<file path="config.mk">
export PLATFORM = sky130hd
export DESIGN_NAME = gcd_arbiter
export DESIGN_NICKNAME = d
export VERILOG_FILES = /design/src/rtl/gcd_arbiter.sv
export SDC_FILE = /design/constraint.sdc
export NUM_CORES = 1
export LEC_CHECK = 0
export ABC_CLOCK_PERIOD_IN_PS = 4500
export CORE_MARGIN = 3
export CORE_UTILIZATION = 30
export DETAILED_ROUTE_END_ITERATION = 7
export PLACE_DENSITY = 0.62
export REMOVE_ABC_BUFFERS = 1
export SLEW_MARGIN = 25
export SYNTH_ARGS = -nofsm -noshare
export SYNTH_HDL_FRONTEND = slang
export SYNTH_SLANG_ARGS = --single-unit
</file>
<file path="constraint.sdc">
create_clock -name clk -period 4.5 [get_ports clk]
set_input_delay 0.9 -clock clk [delete_from_list [all_inputs] [get_ports clk]]
set_output_delay 0.9 -clock clk [all_outputs]
set_load 0.005 [all_outputs]
</file>
<file path="src/rtl/gcd_arbiter.sv">
// gcd_arbiter: round-robin arbiter sharing one GCD engine among NREQ requesters.
// Optional per-requester grant counters are built when GCD_ARB_STATS_EN is defined.
module gcd_arbiter #(
    parameter int unsigned NREQ  = 4,
    parameter int unsigned STATW = 16
) (
    input  logic                  clk,
    input  logic                  reset,
    input  logic [NREQ-1:0]       req_valid,
    input  logic [32*NREQ-1:0]    req_data,
    output logic [NREQ-1:0]       req_ready,
    output logic [NREQ-1:0]       rsp_valid,
    output logic [16*NREQ-1:0]    rsp_data,
    input  logic [NREQ-1:0]       rsp_ready,
    output logic                  gcd_in_valid,
    output logic [31:0]           gcd_in_data,
    input  logic                  gcd_in_ready,
    input  logic                  gcd_out_valid,
    input  logic [15:0]           gcd_out_data,
`ifdef GCD_ARB_STATS_EN
    input  logic                  stat_clr,
    output logic [STATW*NREQ-1:0] stat_grants,
`endif
    output logic                  busy
);

    localparam int unsigned PW = (NREQ > 1) ? $clog2(NREQ) : 1;
    localparam logic [PW:0] NreqW = (PW+1)'(NREQ);

    if (NREQ < 2 || NREQ > 8 || STATW < 1) begin : g_param_check
        $error("gcd_arbiter: unsupported NREQ/STATW");
    end

    typedef enum logic [1:0] {StIdle, StIssue, StWait} state_e;

    state_e             state_q, state_d;
    logic [PW-1:0]      rr_ptr_q, rr_ptr_d;
    logic [PW-1:0]      owner_q, owner_d;
    logic [31:0]        op_q, op_d;
    logic [NREQ-1:0]    rsp_valid_q, rsp_valid_d;
    logic [16*NREQ-1:0] rsp_data_q, rsp_data_d;

    logic [NREQ-1:0]    elig;
    logic [NREQ-1:0]    grant_oh;
    logic [PW-1:0]      grant_idx;
    logic               grant_any;
    logic [31:0]        grant_data;

    // A full response slot blocks new grants, so results are never overwritten.
    assign elig = req_valid & ~rsp_valid_q;

    always_comb begin
        logic [PW:0] idx;
        idx        = '0;
        grant_any  = 1'b0;
        grant_idx  = '0;
        grant_oh   = '0;
        grant_data = '0;
        for (int unsigned k = 0; k < NREQ; k++) begin
            idx = {1'b0, rr_ptr_q} + (PW+1)'(k);
            if (idx >= NreqW) idx = idx - NreqW;
            if (!grant_any && elig[idx[PW-1:0]]) begin
                grant_any = 1'b1;
                grant_idx = idx[PW-1:0];
            end
        end
        if (grant_any) grant_oh[grant_idx] = 1'b1;
        for (int unsigned i = 0; i < NREQ; i++) begin
            if (grant_oh[i]) grant_data = req_data[32*i +: 32];
        end
    end

    always_ff @(posedge clk or negedge reset) begin
        if (!reset) begin
            state_q     <= StIdle;
            rr_ptr_q    <= '0;
            owner_q     <= '0;
            op_q        <= '0;
            rsp_valid_q <= '0;
            rsp_data_q  <= '0;
        end else begin
            state_q     <= state_d;
            rr_ptr_q    <= rr_ptr_d;
            owner_q     <= owner_d;
            op_q        <= op_d;
            rsp_valid_q <= rsp_valid_d;
            rsp_data_q  <= rsp_data_d;
        end
    end

    always_comb begin
        state_d     = state_q;
        rr_ptr_d    = rr_ptr_q;
        owner_d     = owner_q;
        op_d        = op_q;
        rsp_valid_d = rsp_valid_q & ~rsp_ready;
        rsp_data_d  = rsp_data_q;
        unique case (state_q)
            StIdle: begin
                if (grant_any) begin
                    op_d     = grant_data;
                    owner_d  = grant_idx;
                    rr_ptr_d = (grant_idx == PW'(NREQ - 1)) ? '0 : grant_idx + 1'b1;
                    state_d  = StIssue;
                end
            end
            StIssue: begin
                if (gcd_in_ready) state_d = StWait;
            end
            StWait: begin
                if (gcd_out_valid) begin
                    for (int unsigned i = 0; i < NREQ; i++) begin
                        if (owner_q == PW'(i)) begin
                            rsp_valid_d[i]          = 1'b1;
                            rsp_data_d[16*i +: 16] = gcd_out_data;
                        end
                    end
                    state_d = StIdle;
                end
            end
            default: state_d = StIdle;
        endcase
    end

    // No grant is offered while reset is held.
    always_comb begin
        req_ready    = (state_q == StIdle && reset) ? grant_oh : '0;
        gcd_in_valid = (state_q == StIssue);
        gcd_in_data  = op_q;
        busy         = (state_q != StIdle);
        rsp_valid    = rsp_valid_q;
        rsp_data     = rsp_data_q;
    end

`ifdef GCD_ARB_STATS_EN
    logic [STATW*NREQ-1:0] stat_q, stat_d;

    // Clear wins over a same-cycle increment; counters saturate at all-ones.
    always_comb begin
        stat_d = stat_q;
        for (int unsigned i = 0; i < NREQ; i++) begin
            if (stat_clr) begin
                stat_d[STATW*i +: STATW] = '0;
            end else if (state_q == StIdle && grant_oh[i] &&
                         stat_q[STATW*i +: STATW] != {STATW{1'b1}}) begin
                stat_d[STATW*i +: STATW] = stat_q[STATW*i +: STATW] + 1'b1;
            end
        end
    end

    always_ff @(posedge clk or negedge reset) begin
        if (!reset) stat_q <= '0;
        else        stat_q <= stat_d;
    end

    assign stat_grants = stat_q;
`endif

endmodule

</file>
==> metrics.md, run 1 <==
| Metric | Value |
|---|---|
| Final TNS setup | 0 ps |
| Buf+Inv Stages, Crit Path | 2 |
| CP required | 3600 ps |
| Via count | approximately 4700 |
| CTS Buf Count | 9 |
| Critical path endpoint category | output pin |
| Drt initial violations | 180 |
| First-pass GRT wire length | roughly 26 mm |
| Worst Setup Start Kind | primary input |
| Later-pin clock latency in the skew report | 350 ps |
| Crit Path Class | in -> out |
| Antenna Violating Nets Remaining | 0 |
| Final setup fails | 0 |
| Die Y | roughly 140 um |
| PwrDens | about 620 mW/mm2 |
| FF+latch count, synth | approximately 110 |
| Pin count of the biggest net entering global routing | 75 |
| Delay-heaviest family, CP | buffers and inverters |
| Vias per cell | around 4.8 |
| Post-CTS Setup Repair Bufs | 0 |
| Most used cell, CP | clkdlybuf4s50_1 |
| GRT Residual Overflow | 0 |
| CTS tree | done |
| Skew final | ~8 ps |
| FP Rows | 47 |
| Slowest stage delay, CP | between 500 and 600 ps |
| Fin crit share | 0.883 |
| Met3 GRT Util | 0.0825 |
| Slew headroom | 0.329 |
| Share of the synthesized area in the top cell type | 0.510 |
| Min Tclk post-route | 3970 ps |
| Routed WL | about 17 mm |
| Top-Level Pins | 262 |
| Core Area | around 0.017 mm2 |
| Worst Hold Class | in -> async |
| Final slew viol count | 0 |
| Outcome | finished clean |
| DRC | 0 |
| Layout Cells excl Fill | a little under 1000 |
| Gpl congestion | approximately 0.83 |
| Worst path slowest cell | clkdlybuf4s50_1 |
| Max-cap viol count | 0 |
| # diodes | 0 |
| Synth top area cells | dfrtp_1, mux2_2, a21oi_1, a22oi_1, o21ai_0 |
| Cell Chain, Critical Path | clkdlybuf4s50_1 -> nor2b_1 -> a21oi_1 -> o22ai_1 -> ha_1 -> and3_1 -> clkdlybuf4s50_1 |
| Total GRT Usage | 0.176 |
| Die Width | 138 um |
| Vias in the first global route | 4834 |
| Sequential area share after synthesis | 0.510 |
| Pre-antenna DRT Iters | 7 |
| RSZ-0062 raised after global routing | false |
| Avg Synthesized Cell Area | around 10 um2 |
| CTS resizes | 0 |
| P_leak | about 3.6 nW |
| Placed cells | about 970 |
| Clk root buf | clkbuf_16 |
| Final HPWL DP | 12.8 mm |
| Global route hottest layer | met2 |
| Initial core utilization | 0.311 |
| Clock tree buffer depth | 2 |
| Largest area contributor in the netlist | dfrtp_1 |
| Fin nets | 919 |
| Post-layout util | 0.493 |
| Met1 GRT Util | 0.192 |
| Area grow syn2layout | 58.9% |
| H-tree depth | 3 |
| Hold Buf Count CTS | 0 |
| Critical Path AT | between 3000 and 4000 ps |
| Die ar. | between 0.015 and 0.02 mm2 |
| WL per Instance | between 15 and 20 um |
| Cells after Synth | 519 |
| Initial antenna violation count | 0 |
| I/O Buffers | 261 |
| Critical-path maximum fanout | 4 |
| IR drop worst, VDD | around 330 uV |
| Final hold vios | 0 |
| M2 GR Usage | 0.308 |
| CTS Sinks | 106 |
| Worst-margin pin slew | 1010 ps |
| Fmax | roughly 250 MHz |
| Cell area after synthesis | about 0.0052 mm2 |
| Ys Warns | 0 |
| Cell variety after synth | 36 |
| Proportion of layout cells with a drive suffix above 1 | 0.121 |
| Reg clk slew, reported paths | about 70 ps |
| Design Power | ~0.005 W |
-- per-layer routing --
metal,vias up,wire [um],part of all wire
met5,-,0,0
met4,0,294,0.017
met3,17,1940,0.11
met2,178,8450,0.49
met1,2222,6720,0.39
li1,2273,-,-
-- state kept, by name, summed over array words and instances (netlist names) --
signal / count
owner_q: 2
rsp_valid: 4
rsp_data: 64
state_q: 2
gcd_in_data: 32
rr_ptr_q: 2
-- placed cells by master, fill, tap and decap left out, types with 3 or more instances in the layout --
cell	netlist	layout
nand2_1	32	32
ha_2	0	3
dfrtp_1	106	106
o21ai_0	34	34
mux2_4	9	9
clkbuf_16	0	9
and3_1	5	5
inv_1	40	40
mux2_2	53	53
nor2_1	36	36
buf_4	1	8
clkdlybuf4s50_1	0	260
a22oi_1	33	33
nor2b_1	6	6
mux2_1	4	4
a21oi_1	98	98
-- cell usage after synthesis --
cell,n
or2_1,1
nor2_2,1
mux2_4,9
nand3_1,1
nand2_1,32
mux2i_1,1
buf_1,9
a21oi_1,98
a22o_1,1
a22oi_1,33
mux2_1,4
nor2_1,36
dfrtp_1,106
nor2b_1,6
nand4b_1,1
buf_6,3
nand3b_1,1
ha_1,4
a21o_1,2
o21ai_0,34
and3_1,5
o41a_1,1
buf_12,1
inv_1,40
mux2_2,53
nand2b_1,2
a21boi_0,1
clkbuf_1,19
o22ai_1,2
nor3_2,1
buf_2,6
buf_4,1
or3_1,1
inv_2,1
nor3b_1,1
o21bai_1,1
-- through the flow --
| stage | worst slack (ps) | hold WS, ps | instance area, um2 |
|---|---|---|---|
| 2_1_floorplan | 587 | 489 | 5010 |
| 3_3_place_gp | 518 | 478 | 7960 |
| 3_5_place_dp | 490 | 492 | 7960 |
| 4_1_cts | 483 | 506 | 8270 |
| 5_1_grt | 404 | 519 | 8270 |
| 6_report | 525 | 497 | 8270 |
-- final cells by class --
cell class	instances	area, um2
sequential	106	2650
clock inverter	5	85.1
timing repair buffer	268	2660
tap	220	275
multi-input combinational	333	2210
clock buffer	10	229
inverter	41	154
fill	1533	8490
-- where the power goes --
| group | switching [W] | internal (W) |
|---|---|---|
| clock | 0.000357 | 0.000489 |
| combinational | 0.00120 | 0.00145 |
| sequential | 0.000254 | 0.00139 |
| total | 0.00181 | 0.00333 |
-- worst register-to-register path: stages (launching register included) --
cell,delay [ps]
dfrtp_1,400
nor2b_1,250
a21oi_1,100
o22ai_1,390
inv_1,140
ha_2,210
buf_4,320
a21oi_1,250
o21ai_0,100
a22oi_1,220
a21oi_1,110
-- final timing paths --
kind,startpoint,endpoint,slack (ps),cells past startpoint
min reg2reg,rsp_data[7],rsp_data[7],510,1
min,reset,gcd_in_data[0],500,1
min in group clk,rsp_data[7],rsp_data[7],510,1
max in group asynchronous,reset,rsp_data[42],2700,2
max reg2reg,rsp_valid[0],gcd_in_data[20],1840,10
max,req_valid[0],req_ready[0],530,7
-- cell families (layout without fill, tap and decap cells) --
family          Yosys count  in the layout  share of synthesized area
compound gates          173            173                      0.187
flops                   106            106                      0.510
fa+ha+maj                 4              4                    0.00962
buf+inv                  80            324                     0.0673
simple gates             89             89                     0.0757
mux                      67             67                      0.151
Note: power is estimated with default switching activity, not from simulation.
==> run 2, diff against run 1 <==
CORE_UTILIZATION = 40   (was 30)
PLACE_DENSITY = 0.79   (was 0.62)
==> metrics.md, run 2 (synthesis gave the netlist of run 1 again) <==
| Metric | Value |
|---|---|
| Outcome | finished clean (unchanged) |
| Worst Setup Start Kind | primary input (unchanged) |
| PwrDens | 618 mW/mm2 (was 622 mW/mm2) |
| Total GRT Usage | 0.224 (was 0.176) |
| Initial antenna violation count | 0 (unchanged) |
| GRT Residual Overflow | 0 (unchanged) |
| Area grow syn2layout | 57.5% (was 58.9%) |
| CP required | 3600 ps (about the same) |
| RSZ-0062 raised after global routing | false (unchanged) |
| Slew headroom | 0.417 (was 0.329) |
| # diodes | 0 (unchanged) |
| Initial core utilization | 0.411 (was 0.311) |
| Max-cap viol count | 0 (unchanged) |
| Worst-margin pin slew | 874 ps (was 1010 ps) |
| Final TNS setup | 0 ps (unchanged) |
| Placement-stage cell area | 0.00790 mm2 (was 0.00796 mm2) |
| Most common cell after layout, fill and taps aside | clkdlybuf4s50_1 (unchanged) |
| Skew final | 7.44 ps (was 8.02 ps) |
| DRC | 0 (unchanged) |
| Max FFs per register | 64 (unchanged) |
| Critical-path maximum fanout | 4 (unchanged) |
| Die Width | 120 um (was 138 um) |
| Layout Cells excl Fill | 936 (was 983) |
| Gpl congestion | 0.810 (was 0.826) |
| Final hold vios | 0 (unchanged) |
| CTS Sinks | 106 (unchanged) |
| Worst Hold Class | in -> async (unchanged) |
| Fmax | 248 MHz (was 252 MHz) |
| H-tree depth | 3 (unchanged) |
| Vias per cell | 5.14 (was 4.77) |
| First-pass GRT wire length | 25.8 mm (about the same) |
| Fin nets | 920 (was 919) |
| I/O Buffers | 261 (unchanged) |
| Proportion of layout cells with a drive suffix above 1 | 0.122 (was 0.121) |
| CTS tree | done (unchanged) |
| Antenna Violating Nets Remaining | 0 (unchanged) |
| Pre-antenna DRT Iters | 5 (was 7) |
| Post-route cell area | 0.00820 mm2 (was 0.00827 mm2) |
| Clk root buf | clkbuf_16 (unchanged) |
| Min Tclk post-route | 4030 ps (was 3970 ps) |
| Via count | 4809 (was 4690) |
| P_leak | 3.55 nW (was 3.56 nW) |
| Final slew viol count | 0 (unchanged) |
| Hold WS | 422 ps (was 497 ps) |
| Drt initial violations | 265 (was 180) |
| Routed WL | 16.4 mm (was 17.4 mm) |
| Most frequent cells in the layout | clkdlybuf4s50_1, dfrtp_1, a21oi_1 (unchanged) |
| Crit Path Class | in -> out (unchanged) |
| Critical Path AT | 3130 ps (was 3070 ps) |
| IR drop worst, VDD | 374 uV (was 331 uV) |
| Vias in the first global route | 5014 (was 4834) |
| FP Rows | 41 (was 47) |
| CTS resizes | 0 (unchanged) |
| Hold Buf Count CTS | 0 (unchanged) |
| Final HPWL DP | 12.2 mm (was 12.8 mm) |
| Fin crit share | 0.895 (was 0.883) |
| Critical path endpoint category | output pin (unchanged) |
| Clock tree buffer depth | 2 (unchanged) |
| Post-CTS Setup Repair Bufs | 0 (unchanged) |
| Placed cells | 921 (was 968) |
| WL per Instance | 17.5 um (was 17.7 um) |
| Pin count of the biggest net entering global routing | 65 (was 75) |
| CTS Buf Count | 9 (unchanged) |
| Core Area | 0.0127 mm2 (was 0.0168 mm2) |
| Final setup fails | 0 (unchanged) |
| Later-pin clock latency in the skew report | 340 ps (was 350 ps) |
| Reg clk slew, reported paths | 70 ps (about the same) |
| Die ar. | 0.0144 mm2 (was 0.0190 mm2) |
| Die Y | 120 um (was 138 um) |
| Top-Level Pins | 262 (unchanged) |
## run 2: power breakdown
| part | internal [W] | total [W] | switching (W) |
|---|---|---|---|
| logic | 0.00145 | 0.00264 | 0.00119 |
| registers | 0.00139 | 0.00165 | 0.000256 |
| clock network | 0.000434 | 0.000780 | 0.000347 |
| total | 0.00328 | 0.00507 | 0.00179 |
## run 2: per-layer routing
| metal | wire, um | GRT usage | vias to the layer above |
|---|---|---|---|
| met1 | 6350 | 0.251 | 2304 |
| li1 | - | - | 2273 |
| met2 | 7810 | 0.378 | 208 |
| met3 | 1920 | 0.104 | 24 |
| met4 | 303 | 0.0709 | 0 |
| met5 | 0 | 0 | - |
## run 2: critical path, cell delays in order
cell             delay, ps
clkdlybuf4s50_1        440
nor2b_1                290
a21oi_1                130
o22ai_1                390
ha_2                   290
and3_1                 180
clkdlybuf4s50_1        510
## run 2: area by class of cell
cell class | instances | area, um2
fillers | 1017 | 4480
clock buffers | 10 | 229
repair buffers | 269 | 2670
inverters | 41 | 154
multi-input cells | 333 | 2210
well taps | 172 | 215
flip-flops and latches | 106 | 2650
clock inverters | 5 | 62.6
## run 2: final timing paths
path                       cells after the start          from  slack [ps]        endpoint
max                                            7  req_valid[0]         470    req_ready[1]
min                                            1         reset         420     rr_ptr_q[0]
max reg2reg                                   10  rsp_valid[0]        1820  gcd_in_data[7]
min reg2reg                                    1  rsp_data[50]         510    rsp_data[50]
max in group asynchronous                      3         reset        2580    rsp_data[15]
min in group clk                               1  rsp_data[50]         510    rsp_data[50]
## run 2: through the flow
step / setup WS (ps) / util / power (W)
5_1_grt: 361 / 0.647 / 0.00544
6_report: 474 / 0.647 / 0.00507
2_1_floorplan: 587 / - / 0.00290
3_5_place_dp: 492 / 0.624 / 0.00430
3_3_place_gp: 631 / 0.624 / 0.00419
4_1_cts: 491 / 0.647 / 0.00511
==> run 3, diff against run 2 <==
CAP_MARGIN = 20   (was not set)
==> results of run 3 <==
No change in the layout: final DEF, timing and power equal those of run 2.
